==> src/rtl/sdram_port_arbiter.sv <==
// Arbitrates the shared SDRAM command scheduler between AHB ports and auto-refresh.
// Round-robin with bounded write-buffer-full priority; only CTRL_PORT is served outside Normal mode.
module sdram_port_arbiter #(
    parameter int PORTS      = 2,
    parameter int CTRL_PORT  = 0,
    parameter int MAX_URGENT = 4
) (
    input  logic             clk_i,
    input  logic             rst_ni,
    input  logic             mode_normal_i,
    input  logic [PORTS-1:0] rdreq_i,
    input  logic [PORTS-1:0] wrreq_i,
    input  logic [PORTS-1:0] wbr_i,
    input  logic             refresh_req_i,
    input  logic             done_i,
    output logic [PORTS-1:0] grant_o,
    output logic             grant_wr_o,
    output logic             refresh_gnt_o,
    output logic             busy_o
);

    localparam int PW = (PORTS > 1) ? $clog2(PORTS) : 1;

    typedef enum logic [1:0] {
        IDLE    = 2'd0,
        GRANT   = 2'd1,
        REFRESH = 2'd2
    } state_e;

    state_e           state_q, state_d;
    logic [PORTS-1:0] grant_q, grant_d;
    logic             grant_wr_q, grant_wr_d;
    logic             refresh_gnt_q, refresh_gnt_d;
    logic             busy_q, busy_d;
    logic [PW-1:0]    rr_ptr_q, rr_ptr_d;
    logic [3:0]       urgent_cnt_q, urgent_cnt_d;

    logic [PORTS-1:0] any_req_s, urgent_s;
    logic             urg_found_s, all_found_s, other_nonurg_s;
    logic [PW-1:0]    urg_idx_s, all_idx_s;

    // First requester found scanning ptr+1, ptr+2, ... modulo PORTS; result is {found, index}.
    function automatic logic [PW:0] rr_pick(input logic [PORTS-1:0] req, input logic [PW-1:0] ptr);
        logic          found;
        logic [PW-1:0] idx;
        int            k;
        found = 1'b0;
        idx   = '0;
        for (int i = 1; i <= PORTS; i++) begin
            k = (int'(ptr) + i) % PORTS;
            if (!found && req[k]) begin
                found = 1'b1;
                idx   = PW'(k);
            end else begin
                found = found;
            end
        end
        return {found, idx};
    endfunction

    // Next-state, grant selection and fairness bookkeeping.
    always_comb begin
        state_d       = state_q;
        grant_d       = grant_q;
        grant_wr_d    = grant_wr_q;
        refresh_gnt_d = refresh_gnt_q;
        rr_ptr_d      = rr_ptr_q;
        urgent_cnt_d  = urgent_cnt_q;

        any_req_s      = rdreq_i | wrreq_i;
        urgent_s       = wbr_i & wrreq_i;
        other_nonurg_s = |(any_req_s & ~urgent_s);
        {urg_found_s, urg_idx_s} = rr_pick(urgent_s, rr_ptr_q);
        {all_found_s, all_idx_s} = rr_pick(any_req_s, rr_ptr_q);

        case (state_q)
            IDLE: begin
                if (refresh_req_i && mode_normal_i) begin
                    state_d       = REFRESH;
                    refresh_gnt_d = 1'b1;
                end else if (!mode_normal_i) begin
                    if (any_req_s[CTRL_PORT]) begin
                        state_d      = GRANT;
                        grant_d      = PORTS'(1'b1) << CTRL_PORT;
                        grant_wr_d   = wrreq_i[CTRL_PORT];
                        rr_ptr_d     = PW'(CTRL_PORT);
                        urgent_cnt_d = 4'd0;
                    end else begin
                        state_d = IDLE;
                    end
                end else if (urg_found_s && (urgent_cnt_q < 4'(MAX_URGENT))) begin
                    state_d    = GRANT;
                    grant_d    = PORTS'(1'b1) << urg_idx_s;
                    grant_wr_d = 1'b1;
                    rr_ptr_d   = urg_idx_s;
                    // Count only grants that actually make a non-urgent requester wait.
                    if (other_nonurg_s) begin
                        urgent_cnt_d = urgent_cnt_q + 4'd1;
                    end else begin
                        urgent_cnt_d = 4'd0;
                    end
                end else if (all_found_s) begin
                    state_d      = GRANT;
                    grant_d      = PORTS'(1'b1) << all_idx_s;
                    grant_wr_d   = wbr_i[all_idx_s] ? 1'b1 : !rdreq_i[all_idx_s];
                    rr_ptr_d     = all_idx_s;
                    urgent_cnt_d = 4'd0;
                end else begin
                    state_d = IDLE;
                end
            end
            GRANT: begin
                if (done_i) begin
                    state_d    = IDLE;
                    grant_d    = '0;
                    grant_wr_d = 1'b0;
                end else begin
                    state_d = GRANT;
                end
            end
            REFRESH: begin
                if (done_i) begin
                    state_d       = IDLE;
                    refresh_gnt_d = 1'b0;
                end else begin
                    state_d = REFRESH;
                end
            end
            default: begin
                state_d       = IDLE;
                grant_d       = '0;
                grant_wr_d    = 1'b0;
                refresh_gnt_d = 1'b0;
            end
        endcase

        busy_d = (state_d != IDLE);
    end

    // State and registered outputs.
    always_ff @(posedge clk_i or negedge rst_ni) begin
        if (!rst_ni) begin
            state_q       <= IDLE;
            grant_q       <= '0;
            grant_wr_q    <= 1'b0;
            refresh_gnt_q <= 1'b0;
            busy_q        <= 1'b0;
            rr_ptr_q      <= PW'(PORTS - 1);
            urgent_cnt_q  <= 4'd0;
        end else begin
            state_q       <= state_d;
            grant_q       <= grant_d;
            grant_wr_q    <= grant_wr_d;
            refresh_gnt_q <= refresh_gnt_d;
            busy_q        <= busy_d;
            rr_ptr_q      <= rr_ptr_d;
            urgent_cnt_q  <= urgent_cnt_d;
        end
    end

    assign grant_o       = grant_q;
    assign grant_wr_o    = grant_wr_q;
    assign refresh_gnt_o = refresh_gnt_q;
    assign busy_o        = busy_q;

endmodule

==> config.mk <==
export PLATFORM = sky130hd
export DESIGN_NAME = sdram_port_arbiter
export DESIGN_NICKNAME = d
export VERILOG_FILES = /design/src/rtl/sdram_port_arbiter.sv
export SDC_FILE = /design/constraint.sdc
export NUM_CORES = 1
export LEC_CHECK = 0
export CAP_MARGIN = 40
export CORE_MARGIN = 2
export CORE_UTILIZATION = 47
export CTS_CLUSTER_SIZE = 24
export DETAILED_ROUTE_END_ITERATION = 6
export PLACE_DENSITY = 0.76
export SLEW_MARGIN = 0
export SYNTH_ARGS = -nofsm -noshare
export SYNTH_HDL_FRONTEND = slang
export SYNTH_SLANG_ARGS = --single-unit
==> constraint.sdc <==
create_clock -name clk_i -period 1.6 [get_ports clk_i]
set_input_delay 0.24 -clock clk_i [delete_from_list [all_inputs] [get_ports clk_i]]
set_output_delay 0.24 -clock clk_i [all_outputs]
set_load 0.02 [all_outputs]
==> results of run 1 <==
[worst paths after layout]
check	from	to	slack (ns)	depth (start not counted)
min reg2reg	refresh_gnt_o$_DFFE_PN0P_	refresh_gnt_o$_DFFE_PN0P_	0.51	2
max	refresh_gnt_o$_DFFE_PN0P_	refresh_gnt_o	0.12	1
min	rst_ni	grant_o[1]$_DFFE_PN0P_	0.31	1
max in group asynchronous	rst_ni	rr_ptr_q$_DFFE_PN1P_	0.93	1
min in group clk_i	refresh_gnt_o$_DFFE_PN0P_	refresh_gnt_o$_DFFE_PN0P_	0.51	2
max reg2reg	state_q[0]$_DFF_PN0_	grant_o[1]$_DFFE_PN0P_	0.20	4
[synthesized netlist by cell type, drive strengths merged (2+ instances only)]
cell    number  area share (%)
dfrtp       11              40
nand2       10             5.5
nor2         9             5.3
o21ai        8             5.8
a21oi        6             7.1
buf          2             3.3
inv          2             1.1
nand3        2             1.5
nor2b        2             1.8
o211ai       2             2.2
o22ai        2             2.7
[cell usage in the layout, fill, tap and decap left out, drive strengths merged, types with 2 or more instances in the layout]
cell type	instances
a21oi	6
buf	13
clkbuf	4
clkdlybuf4s50	15
dfrtp	11
inv	2
nand2	10
nand3	2
nor2	9
nor2b	2
o211ai	2
o21ai	8
o22ai	2
[final cells by class]
class | instances | area share [%]
Inverter | 2 | 0.769
Multi-Input combinational cell | 56 | 36.0
Timing Repair Buffer | 28 | 26.7
Sequential cell | 12 | 30.9
Tap cell | 15 | 1.92
Clock buffer | 4 | 3.72
[worst register-to-register path: cells and delay by family, from the launching register on]
family                 cells  cell delay [ns]
multiplexers               1             0.20
buffers and inverters      1             0.15
AO/OA/AOI/OAI              2             0.56
flip-flops                 1             0.40
[routing by layer]
metal / routed length, µm / share of wire (%) / track usage [%]
met1: 675 / 47 / 25.3
met2: 711 / 50 / 32.3
met3: 46 / 3.2 / 2.59
met4: 0 / 0 / 8.13
met5: 0 / 0 / 0
[report_power, final]
group / total (W) / internal, W / switching (W)
Combinational: 0.000674 / 0.000341 / 0.000333
Sequential: 0.000495 / 0.000421 / 0.0000731
Clock: 0.000239 / 0.000138 / 0.000100
Total: 0.00141 / 0.000901 / 0.000507
[logic make-up after synthesis]
group	Yosys count	share of synthesized area [%]
fa+ha+maj	1	1.82
simple gates	26	17.3
compound gates	27	29.0
flops	12	43.9
mux	2	3.10
buf+inv	5	4.92
[sequential cells by signal, summed over array words and instances (netlist names)]
signal         flops
busy_o             1
grant_o            2
grant_wr_o         1
refresh_gnt_o      1
rr_ptr_q           1
state_q            2
urgent_cnt_q       4
[per-stage QoR]
step	instances	total power, W
floorplan	73	0.000896
global placement	113	0.00116
detailed placement	113	0.00118
CTS	117	0.00142
global route	117	0.00151
finish	117	0.00141
==> results.md, run 1 <==
- Grt ovf: 0
- Unrepaired setup endpoints after global routing: no
- Setup WS post-layout: 0.121 ns
- Initial DRC count: 4
- WP buf/inv: 1
- Initial core utilization: 51.5%
- TNS Setup: 0 ns
- Largest net degree at the start of global routing: 13
- Die X: 42.2 µm
- Fin. Hold Viols: 0
- Final wirelength: 1430 µm
- Slowest stage delay, CP: 0.61 ns
- Cell variety after synth: 33
- First-pass GRT wire length: 2660 µm
- Clk Latency, worst-skew pair: 0.27 ns
- Max-cap violations: 0
- Port bufs: 15
- Synthesized area per cell: 9.41 µm²
- CP arrival: 1.24 ns
- Ys Warns: 0
- Final Critical Period: 1.48 ns
- Boundary Pins: 16
- Hold crit path type: input pin to async pin
- Slew Limit Fails: 0
- Crit-path cells: clkdlybuf4s50_1
- Primary FF master, synth: dfrtp_1
- Drt first pass iters: 4
- DIE AREA: 1780 µm²
- Mapped Area: 687 µm²
- Diodes inserted: 0
- Drt wl/cell: 12.3 µm
- Status: complete, no violations
- Setup Viol. Count Final: 0
- CTS Buf Count: 3
- Routed vias: 623
- GPL Wtd Cong: 0.836
- Seq/Total Area, Yosys: 43.9%
- Fin area: 976 µm²
- Fmax: 676 MHz
- CTS root buf: clkbuf_4
- Post-CTS Hold Buffers: 0
- Number of setup buffers added after CTS: 0
- Clk slew on worst S/H paths: 0.08 ns
- Initial antenna violation count: 0
- Fillers: 105
- Chip Height: 42.2 µm
- Fin crit share: 92.4%
- Post-DP HPWL: 1210 µm
- Row Count: 13
- Kind of critical path: flip-flop to output port
- FF+latch area: 302 µm²
- Maximum clock insertion buffer count: 2
- Resize count post-CTS: 0
- Leak: 0.418 nW
- PD cells: 1440 nW/µm²
- Layout Nets: 115
- Min Hold Slack: 0.314 ns
- Core area: 1330 µm²
- GRT Util Overall: 19.5%
- CP Capture Type: output port
- CP Launch Type: flip-flop
- Worst EP required: 1.36 ns
- EDFF count, synth: 0
- Multi-input logic area: 352 µm²
- Relative slew slack: 64.9%
- Delay-heaviest family, CP: buffers and inverters
- Final Util: 73.2%
- Slowest library cell on the worst path: clkdlybuf4s50_1
- Worst clock skew: 0.00132 ns
- Clock net sink count: 12
- Post-synthesis instance total: 73
- Post-Place Worst Slack: -0.118 ns
- Worst VDD drop: 664 µV
- TritonCTS clock tree: done
- Final ANT Viol Nets: 0
- Dpl cell area: 940 µm²
- # H-tree levels: 1
- Post-synth ARST share: 100%
- Layout cells sized above 1: 24.5%
- Area Overhead vs Synth: 42.1%
- DR vias/cell: 5.32
- Worst Tran Pin Value: 0.525 ns
- Post-synth net total: 85
- # DRC: 0
- Vias in the first global route: 640
- Yosys reg bits: 12
- CP Max Fanout: 3
Power figures use the tool's default switching activity.
==> run 2, diff against run 1 <==
Settings changed: CORE_MARGIN 2 to default.
==> results.md, run 2 (synthesis results as in run 1) <==
- Worst EP required: 1.36 ns (about the same)
- Slew Limit Fails: 0 (unchanged)
- Status: complete, no violations (unchanged)
- Initial antenna violation count: 0 (unchanged)
- Final Critical Period: 1.51 ns (was 1.48 ns)
- Setup slack, reg-to-reg: 0.23 ns (was 0.20 ns)
- Beginning of the critical path: refresh_gnt_o$_DFFE_PN0P_ (unchanged)
- Fmax: 662 MHz (was 676 MHz)
- Number of setup buffers added after CTS: 0 (unchanged)
- GPL Wtd Cong: 0.803 (was 0.836)
- Multi-input logic area: 352 µm² (unchanged)
- Final wirelength: 1430 µm (unchanged)
- # H-tree levels: 1 (unchanged)
- Drt first pass iters: 4 (unchanged)
- Worst Tran Pin Value: 0.514 ns (was 0.525 ns)
- Biggest register: urgent_cnt_q (unchanged)
- Post-CTS Hold Buffers: 0 (unchanged)
- Leak: 0.424 nW (was 0.418 nW)
- CTS Buf Count: 3 (unchanged)
- Largest register FFs: 4 (unchanged)
- Initial DRC count: 13 (was 4)
- PD cells: 1470 nW/µm² (was 1440 nW/µm²)
- CP arrival: 1.27 ns (was 1.24 ns)
- Most frequent cells in the layout: clkdlybuf4s50_1, buf_4, dfrtp_1 (unchanged)
- Worst VDD drop: 778 µV (was 664 µV)
- Drt wl/cell: 12.1 µm (was 12.3 µm)
- Post-DP HPWL: 1150 µm (was 1210 µm)
- Setup Viol. Count Final: 0 (unchanged)
- Cells on worst reg2reg path: 4 (unchanged)
- TritonCTS clock tree: done (unchanged)
- Hold crit path type: input pin to async pin (unchanged)
- CP Max Fanout: 3 (unchanged)
- Layout cells sized above 1: 26.0% (was 24.5%)
- Max-cap violations: 0 (unchanged)
- Grt ovf: 0 (unchanged)
- # DRC: 0 (unchanged)
- Clk Latency, worst-skew pair: 0.28 ns (was 0.27 ns)
- Vias in the first global route: 576 (was 640)
- Relative slew slack: 65.7% (was 64.9%)
- Clk slew on worst S/H paths: 0.08 ns (about the same)
- Slowest library cell on the worst path: clkdlybuf4s50_1 (unchanged)
- FF+latch area: 302 µm² (unchanged)
- Core area: 1330 µm² (unchanged)
- Port bufs: 15 (unchanged)
- Clock net sink count: 12 (unchanged)
- Die X: 40.2 µm (was 42.2 µm)
- Initial core utilization: 51.5% (unchanged)
- Fillers: 105 (unchanged)
- Chip Height: 40.2 µm (was 42.2 µm)
- Final Util: 73.4% (was 73.2%)
- Unrepaired setup endpoints after global routing: no (unchanged)
- CTS root buf: clkbuf_4 (unchanged)
- Delay-heaviest family, CP: buffers and inverters (unchanged)
- GRT Util Overall: 21.7% (was 19.5%)
- WP buf/inv: 1 (unchanged)
- DIE AREA: 1620 µm² (was 1780 µm²)
- RR Startpoint: state_q[0]$_DFF_PN0_ (unchanged)
- CP Launch Type: flip-flop (unchanged)
- Kind of critical path: flip-flop to output port (unchanged)
- Layout Nets: 117 (was 115)
- Worst clock skew: 0.00419 ns (was 0.00132 ns)
- Boundary Pins: 16 (unchanged)
- Fin area: 978 µm² (was 976 µm²)
- Maximum clock insertion buffer count: 2 (unchanged)
- Row Count: 13 (unchanged)
- WP depth: 1 (unchanged)
- Slowest stage delay, CP: 0.61 ns (about the same)
- Area Overhead vs Synth: 42.4% (was 42.1%)
- CP Capture Type: output port (unchanged)
- Final ANT Viol Nets: 0 (unchanged)
- FF-to-FF End: grant_o[1]$_DFFE_PN0P_ (unchanged)
- Resize count post-CTS: 0 (unchanged)
- DR vias/cell: 5.49 (was 5.32)
- Dpl cell area: 942 µm² (was 940 µm²)
- Routed vias: 653 (was 623)
- First-pass GRT wire length: 2300 µm (was 2660 µm)
- Largest net degree at the start of global routing: 13 (unchanged)
- Diodes inserted: 0 (unchanged)
- Crit-path cells: clkdlybuf4s50_1 (unchanged)
- CP Capture Point: refresh_gnt_o (unchanged)
- Fin. Hold Viols: 0 (unchanged)
- Fin crit share: 94.5% (was 92.4%)
run 2: cell types whose count changed in the layout (fill, tap and decap cells not counted), sizes merged:
| cell | change |
|---|---|
| buf | +2 |
run 2: area by class of cell:
class,count,share of cell area (%)
Tap cell,15,1.92
Clock buffer,4,3.71
Sequential cell,12,30.8
Inverter,2,0.767
Multi-Input combinational cell,56,35.9
Timing Repair Buffer,30,26.9
run 2: stage by stage:
stage	worst slack [ns]	hold slack, ns	power [W]	instances	TNS [ns]
2_1_floorplan	0.264	-0.0556	0.000896	73	0
3_3_place_gp	-0.0560	0.502	0.00118	115	-0.318
3_5_place_dp	-0.104	0.512	0.00119	115	-0.727
4_1_cts	0.0884	0.329	0.00144	119	0
5_1_grt	0.0367	0.356	0.00154	119	0
6_report	0.0886	0.294	0.00143	119	0
run 2: worst register-to-register path, stage by stage (launching register included):
cell     delay (ns)
dfrtp_1        0.39
a211o_1        0.32
a21oi_4        0.25
buf_4          0.18
mux2i_1        0.16
run 2: worst min-delay path by stage:
stage / from / endpoint / cells past startpoint
after floorplan: rst_ni / busy_o$_DFF_PN0_ / 0
after global placement: refresh_gnt_o$_DFFE_PN0P_ / refresh_gnt_o$_DFFE_PN0P_ / 2
after detailed placement: grant_o[0]$_DFFE_PN0P_ / grant_o[0]$_DFFE_PN0P_ / 2
after CTS: rst_ni / grant_o[1]$_DFFE_PN0P_ / 1
after global routing: rst_ni / grant_o[1]$_DFFE_PN0P_ / 1
final: rst_ni / grant_o[1]$_DFFE_PN0P_ / 1
run 2: power breakdown:
part	leakage (nW)	switching (W)	internal (W)	total, W
clock	0.0210	0.000111	0.000139	0.000250
combinational	0.252	0.000331	0.000361	0.000692
sequential	0.151	0.0000710	0.000421	0.000492
total	0.424	0.000513	0.000921	0.00143
run 2: per-layer routing:
metal | GRT usage (%) | vias up | share of wire, %
met5 | 0 | - | 0
met4 | 10.0 | 0 | 1.5
met3 | 5.00 | 3 | 5.0
met2 | 34.7 | 24 | 45
met1 | 27.5 | 299 | 49
li1 | - | 327 | -
==> run 3, diff against run 2 <==
Settings changed: CAP_MARGIN 40 to 20.
==> results of run 3 <==
Final layout, timing and power as in run 2 (identical DEF).
